$ cat src/rtl/cordic_rot_iter.sv
// Iterative rotation-mode CORDIC: one micro-rotation per clock, iteration index
// supplied by an external counter that this block enables while running.
module cordic_rot_iter #(
  parameter int Width = 16,
  parameter int Iters = 16,
  parameter int IterW = 5
) (
  input  logic                    clk_i,
  input  logic                    rst_i,
  input  logic                    in_valid_i,
  output logic                    in_ready_o,
  input  logic signed [Width-1:0] x_i,
  input  logic signed [Width-1:0] y_i,
  input  logic signed [Width-1:0] z_i,
  input  logic [IterW-1:0]        iter_i,
  input  logic                    last_i,
  output logic                    cnt_ena_o,
  output logic                    out_valid_o,
  input  logic                    out_ready_i,
  output logic signed [Width-1:0] x_o,
  output logic signed [Width-1:0] y_o,
  output logic signed [Width-1:0] z_o
);

  typedef enum logic [1:0] {IDLE, RUN, DONE} state_e;

  // round(atan(2^-i) * 2^(Width-2)); series evaluated in Q.60 integer math so
  // the table elaborates without any real-number support.
  function automatic int atan_fx(input int i);
    longint acc;
    longint term;
    int     sh;
    int     s;
    acc = 64'sh0C90FDAA22168C23; // pi/4 in Q.60
    if (i != 0) begin
      acc = 0;
      for (int k = 0; k < 32; k++) begin
        sh = 60 - i * (2 * k + 1);
        if (sh >= 0) begin
          term = (64'sd1 <<< sh) / longint'(2 * k + 1);
          acc  = (k % 2 == 0) ? acc + term : acc - term;
        end
      end
    end
    s = 60 - (Width - 2);
    return int'((acc + (64'sd1 <<< (s - 1))) >>> s);
  endfunction

  logic signed [Width-1:0] atan_tbl [2**IterW];

  for (genvar g = 0; g < 2**IterW; g++) begin : g_atan
    if (g < Iters) begin : g_val
      localparam int AtanVal = atan_fx(g);
      assign atan_tbl[g] = AtanVal[Width-1:0];
    end else begin : g_zero
      assign atan_tbl[g] = '0;
    end
  end

  state_e                  state_q, state_d;
  logic signed [Width-1:0] x_q, x_d, y_q, y_d, z_q, z_d;
  logic signed [Width-1:0] x_sh, y_sh, atan_sel;

  assign x_sh     = x_q >>> iter_i;
  assign y_sh     = y_q >>> iter_i;
  assign atan_sel = atan_tbl[iter_i];

  always_comb begin
    state_d     = state_q;
    x_d         = x_q;
    y_d         = y_q;
    z_d         = z_q;
    in_ready_o  = 1'b0;
    cnt_ena_o   = 1'b0;
    out_valid_o = 1'b0;
    unique case (state_q)
      IDLE: begin
        in_ready_o = 1'b1;
        if (in_valid_i) begin
          x_d     = x_i;
          y_d     = y_i;
          z_d     = z_i;
          state_d = RUN;
        end
      end
      RUN: begin
        cnt_ena_o = 1'b1;
        // d = +1 while the residual angle is non-negative
        if (!z_q[Width-1]) begin
          x_d = x_q - y_sh;
          y_d = y_q + x_sh;
          z_d = z_q - atan_sel;
        end else begin
          x_d = x_q + y_sh;
          y_d = y_q - x_sh;
          z_d = z_q + atan_sel;
        end
        if (last_i) state_d = DONE;
      end
      DONE: begin
        out_valid_o = 1'b1;
        if (out_ready_i) state_d = IDLE;
      end
      default: state_d = IDLE;
    endcase
  end

  always_ff @(posedge clk_i or posedge rst_i) begin
    if (rst_i) begin
      state_q <= IDLE;
      x_q     <= '0;
      y_q     <= '0;
      z_q     <= '0;
    end else begin
      state_q <= state_d;
      x_q     <= x_d;
      y_q     <= y_d;
      z_q     <= z_d;
    end
  end

  assign x_o = x_q;
  assign y_o = y_q;
  assign z_o = z_q;

endmodule

$ cat config.mk
export PLATFORM = sky130hd
export DESIGN_NAME = cordic_rot_iter
export DESIGN_NICKNAME = d
export VERILOG_FILES = /design/src/rtl/cordic_rot_iter.sv
export SDC_FILE = /design/constraint.sdc
export NUM_CORES = 1
export LEC_CHECK = 0
export ABC_AREA = 1
export CORE_ASPECT_RATIO = 1.1
export CORE_UTILIZATION = 60
export CTS_CLUSTER_DIAMETER = 80
export CTS_CLUSTER_SIZE = 14
export DETAILED_ROUTE_END_ITERATION = 8
export HOLD_SLACK_MARGIN = 0.02
export PLACE_DENSITY = 0.87
export SYNTH_ARGS = -nofsm -noshare
export SYNTH_HDL_FRONTEND = slang
export SYNTH_SLANG_ARGS = --single-unit
$ cat constraint.sdc
create_clock -name clk_i -period 8.35 [get_ports clk_i]
set_clock_uncertainty 0.15 [all_clocks]
set_input_delay 1.67 -clock clk_i [delete_from_list [all_inputs] [get_ports clk_i]]
set_output_delay 1.67 -clock clk_i [all_outputs]
set_load 0.01 [all_outputs]
==> impl_metrics.yaml <==
power_and_ir_drop:
  p_leak_uw: 0.004249
  seqPwrFrac_pct: 13.8
  p_clk_share_pct: 5.7
  switchingPower_uw: 2429
  power.internal_uw: 1873
  p_per_area_nw_per_um2: 506.3
  vdd_ir_drop_max_uv: 482.3
  pwr-share-comb_pct: 80.5
  switching_share_pct: 56.47
sta:
  drv_slew: 0
  finalHoldViolations: 0
  timing.final.crit_share_pct: 73.66
  final.setup.tns_ns: 0
  worst_pin_slew_ns: 1.036
  setup_violations: 0
  max-slew-margin-rel_pct: 30.84
  rsz0062_at_grt: "no"
  fmax_mhz: 162.6
  whs_ns: 0.3795
  finalCriticalPeriod_ns: 6.151
clock_tree:
  htree_levels: 2
  tritoncts: "yes"
  cts_root_buffer: "clkbuf_16"
  clkTransAtPathRegs_ns: 0.08
  cts.sinks: 50
  postCtsResizedCells: 0
  clockBufferDepth: 2
  ctsHoldBuffers: 0
  post_cts_buffers: 0
  cts_made_buffers: 5
  clkLatencyLatePin_ns: 0.30
synth:
  syn_avg_cell_area_um2: 6.104
  ys_types: 44
  syn_nets: 1309
  synth.cell_area_um2: 7246
  synth_seq_cells: 50
  synth-warning-count: 0
  yosysSeqAreaShare_pct: 17.27
  synth_edf_count: 0
  async_flop_share_pct: 100.0
  synth_ff_type: "dfrtp_1"
  syn_inst: 1187
global_route:
  grt_overflow_total: 0
  grt_pass1_vias: 7476
  antenna_found_initial: 0
  grt_max_degree: 59
  grt_usage_pct: 35.81
  grt_pass1_wl_um: 35680
detailed_routing:
  drt_iter0_markers: 696
  vias: 8276
  drt_pass1_iterations: 5
  wl_per_cell_um: 15.70
  wl_um: 22250
  vias_per_cell: 5.841
  drcViolationCount: 0
  drtAntennaViolNets: 0
placed_design:
  dp_hpwl_um: 16710
  portBuffers: 108
  place_congestion: 1.001
layout:
  diodes: 0
  fillers: 1021
  layout_commonest_cell: "nand2_1"
  syn_to_final_growth_pct: 17.27
  final_cell_mix: "351 x nand2_1, 143 x nand3_1, 109 x nor2_1"
  nets: 1388
  drive_above_1_share_pct: 5.367
critical_path:
  crit_required_ns: 8.39
  rrSetupSlack_ns: 4.27
  endpoint_kind: "register"
  crit_type: "input pin to register"
  startpoint_type: "input pin"
  arrival_ns: 6.19
  crit_fanout: 28
  r2r_start: "x_o[15]$_DFFE_PP0P_"
  r2r_end: "y_o[13]$_DFFE_PP0P_"
  r2r_cells: 23
min_path:
  hold_end: "z_o[0]$_DFFE_PP0P_"
  holdPathStages: 2
  hp-class: "register to register"
  hp-start: "z_o[0]$_DFFE_PP0P_"
die:
  fp.dieH_um: 117.3
  start_util_pct: 62.50
  die_width_um: 106.8
  rows: 41
  ios: 109
  core_area_um2: 11590
  fp.dieArea_um2: 12520
job:
  max_cap_viol_count: 0
run_status:
  status: "complete, no violations"
[cells in the mapped netlist, types with 3 or more instances]
cell type	instances	area, µm²
nor2_1	110	412.9
fa_1	3	60.06
buf_4	10	75.07
o21ai_0	79	395.4
a31o_2	3	26.28
clkbuf_1	23	86.33
o21bai_1	5	37.54
a21oi_2	3	26.28
nand3_2	3	30.03
o21a_1	6	45.04
inv_1	102	382.9
buf_6	6	67.56
o211ai_1	16	120.1
inv_4	3	18.77
a221oi_1	4	35.03
a21o_1	3	22.52
o221ai_1	7	61.31
xnor2_1	17	148.9
dfrtp_1	50	1251
ha_1	61	763.2
o21ai_1	8	40.04
nand2_1	351	1318
xor2_1	39	341.6
buf_2	3	15.01
inv_2	4	15.01
nand4_1	8	50.05
nor3_1	10	50.05
nand2_2	10	62.56
nand3_1	143	715.7
a21oi_1	54	270.3
nor2_2	18	112.6
o31ai_1	3	22.52
a31oi_1	6	37.54
[cells by family after synthesis]
group	after synthesis	share of synthesized area (%)
and+or+nand+nor	660	38.99
adders and majority gates	64	11.36
xor gates and xnor gates	56	6.769
buffers and inverters	155	9.325
DFF	50	17.27
AOI/OAI and AO/OA	202	16.28
[registers in the layout, indices dropped and copies added (netlist names)]
signal   flops
x_o         16
z_o         16
y_o         16
state_q      2
[routing by layer]
layer  part of all wire, %  GRT usage [%]  vias to the layer above  routed length [µm]
met3                   7.4          4.485                       62                1638
met2                    47          62.11                      377               10500
met4                   3.3          14.25                        0                 725
met1                    42          45.35                     3761                9377
li1                      -              -                     4076                   -
met5                     0              0                        -                   0
[worst max-delay path: stages]
cell and delay, ns:
clkdlybuf4s50_1 0.71, inv_4 0.43, ha_1 0.28, nand2_1 0.07, nand2_1 0.14, a21oi_1 0.07
nor3_1 0.33, inv_1 0.09, ha_1 0.28, nand2_1 0.06, o21ai_0 0.17, fa_1 0.51
nand3_1 0.09, nand2_1 0.12, nand2_1 0.11, nand2_1 0.05, a21oi_1 0.28, o21ai_0 0.12
inv_1 0.09, nor2_1 0.04, nor2_1 0.14, o21ai_0 0.10, a21oi_1 0.14, o21ai_0 0.08
[power by group through the flow]
stage	combinational (µW)	sequential (µW)	clock [µW]
finish	3460	593	247
global route	3880	606	254
CTS	3420	587	247
detailed placement	3390	591	0
global placement	3330	588	0
floorplan	2480	558	0
[stage by stage]
step	instances	area (µm²)	setup slack (ns)	total power, µW	utilization, %
2_1_floorplan	1187	7246	3.476	3038	-
3_3_place_gp	1409	8330	2.017	3914	71.85
3_5_place_dp	1409	8330	1.931	3977	71.85
4_1_cts	1417	8497	2.241	4250	73.29
5_1_grt	1417	8497	1.768	4739	73.29
6_report	1417	8497	2.199	4302	73.29
[layout make-up]
type / instances / area (µm²) / area share [%]
timing repair buffer: 116 / 1141 / 13.43
multi-input combinational: 982 / 5326 / 62.69
inverter: 111 / 424.2 / 4.992
clock inverter: 2 / 37.54 / 0.4418
sequential: 50 / 1251 / 14.73
clock buffer: 6 / 128.9 / 1.517
tap: 150 / 187.7 / 2.209
[worst max path at each step]
stage	start	end	slack (ns)	cells past startpoint
final	iter_i[0]	z_o[10]$_DFFE_PP0P_	2.20	24
after global routing	iter_i[0]	z_o[15]$_DFFE_PP0P_	1.77	22
after CTS	iter_i[0]	z_o[10]$_DFFE_PP0P_	2.24	24
after detailed placement	iter_i[0]	z_o[10]$_DFFE_PP0P_	1.93	24
after global placement	iter_i[0]	z_o[10]$_DFFE_PP0P_	2.02	24
after floorplan	iter_i[0]	z_o[10]$_DFFE_PP0P_	3.48	25
(Power assumes the default switching activity.)
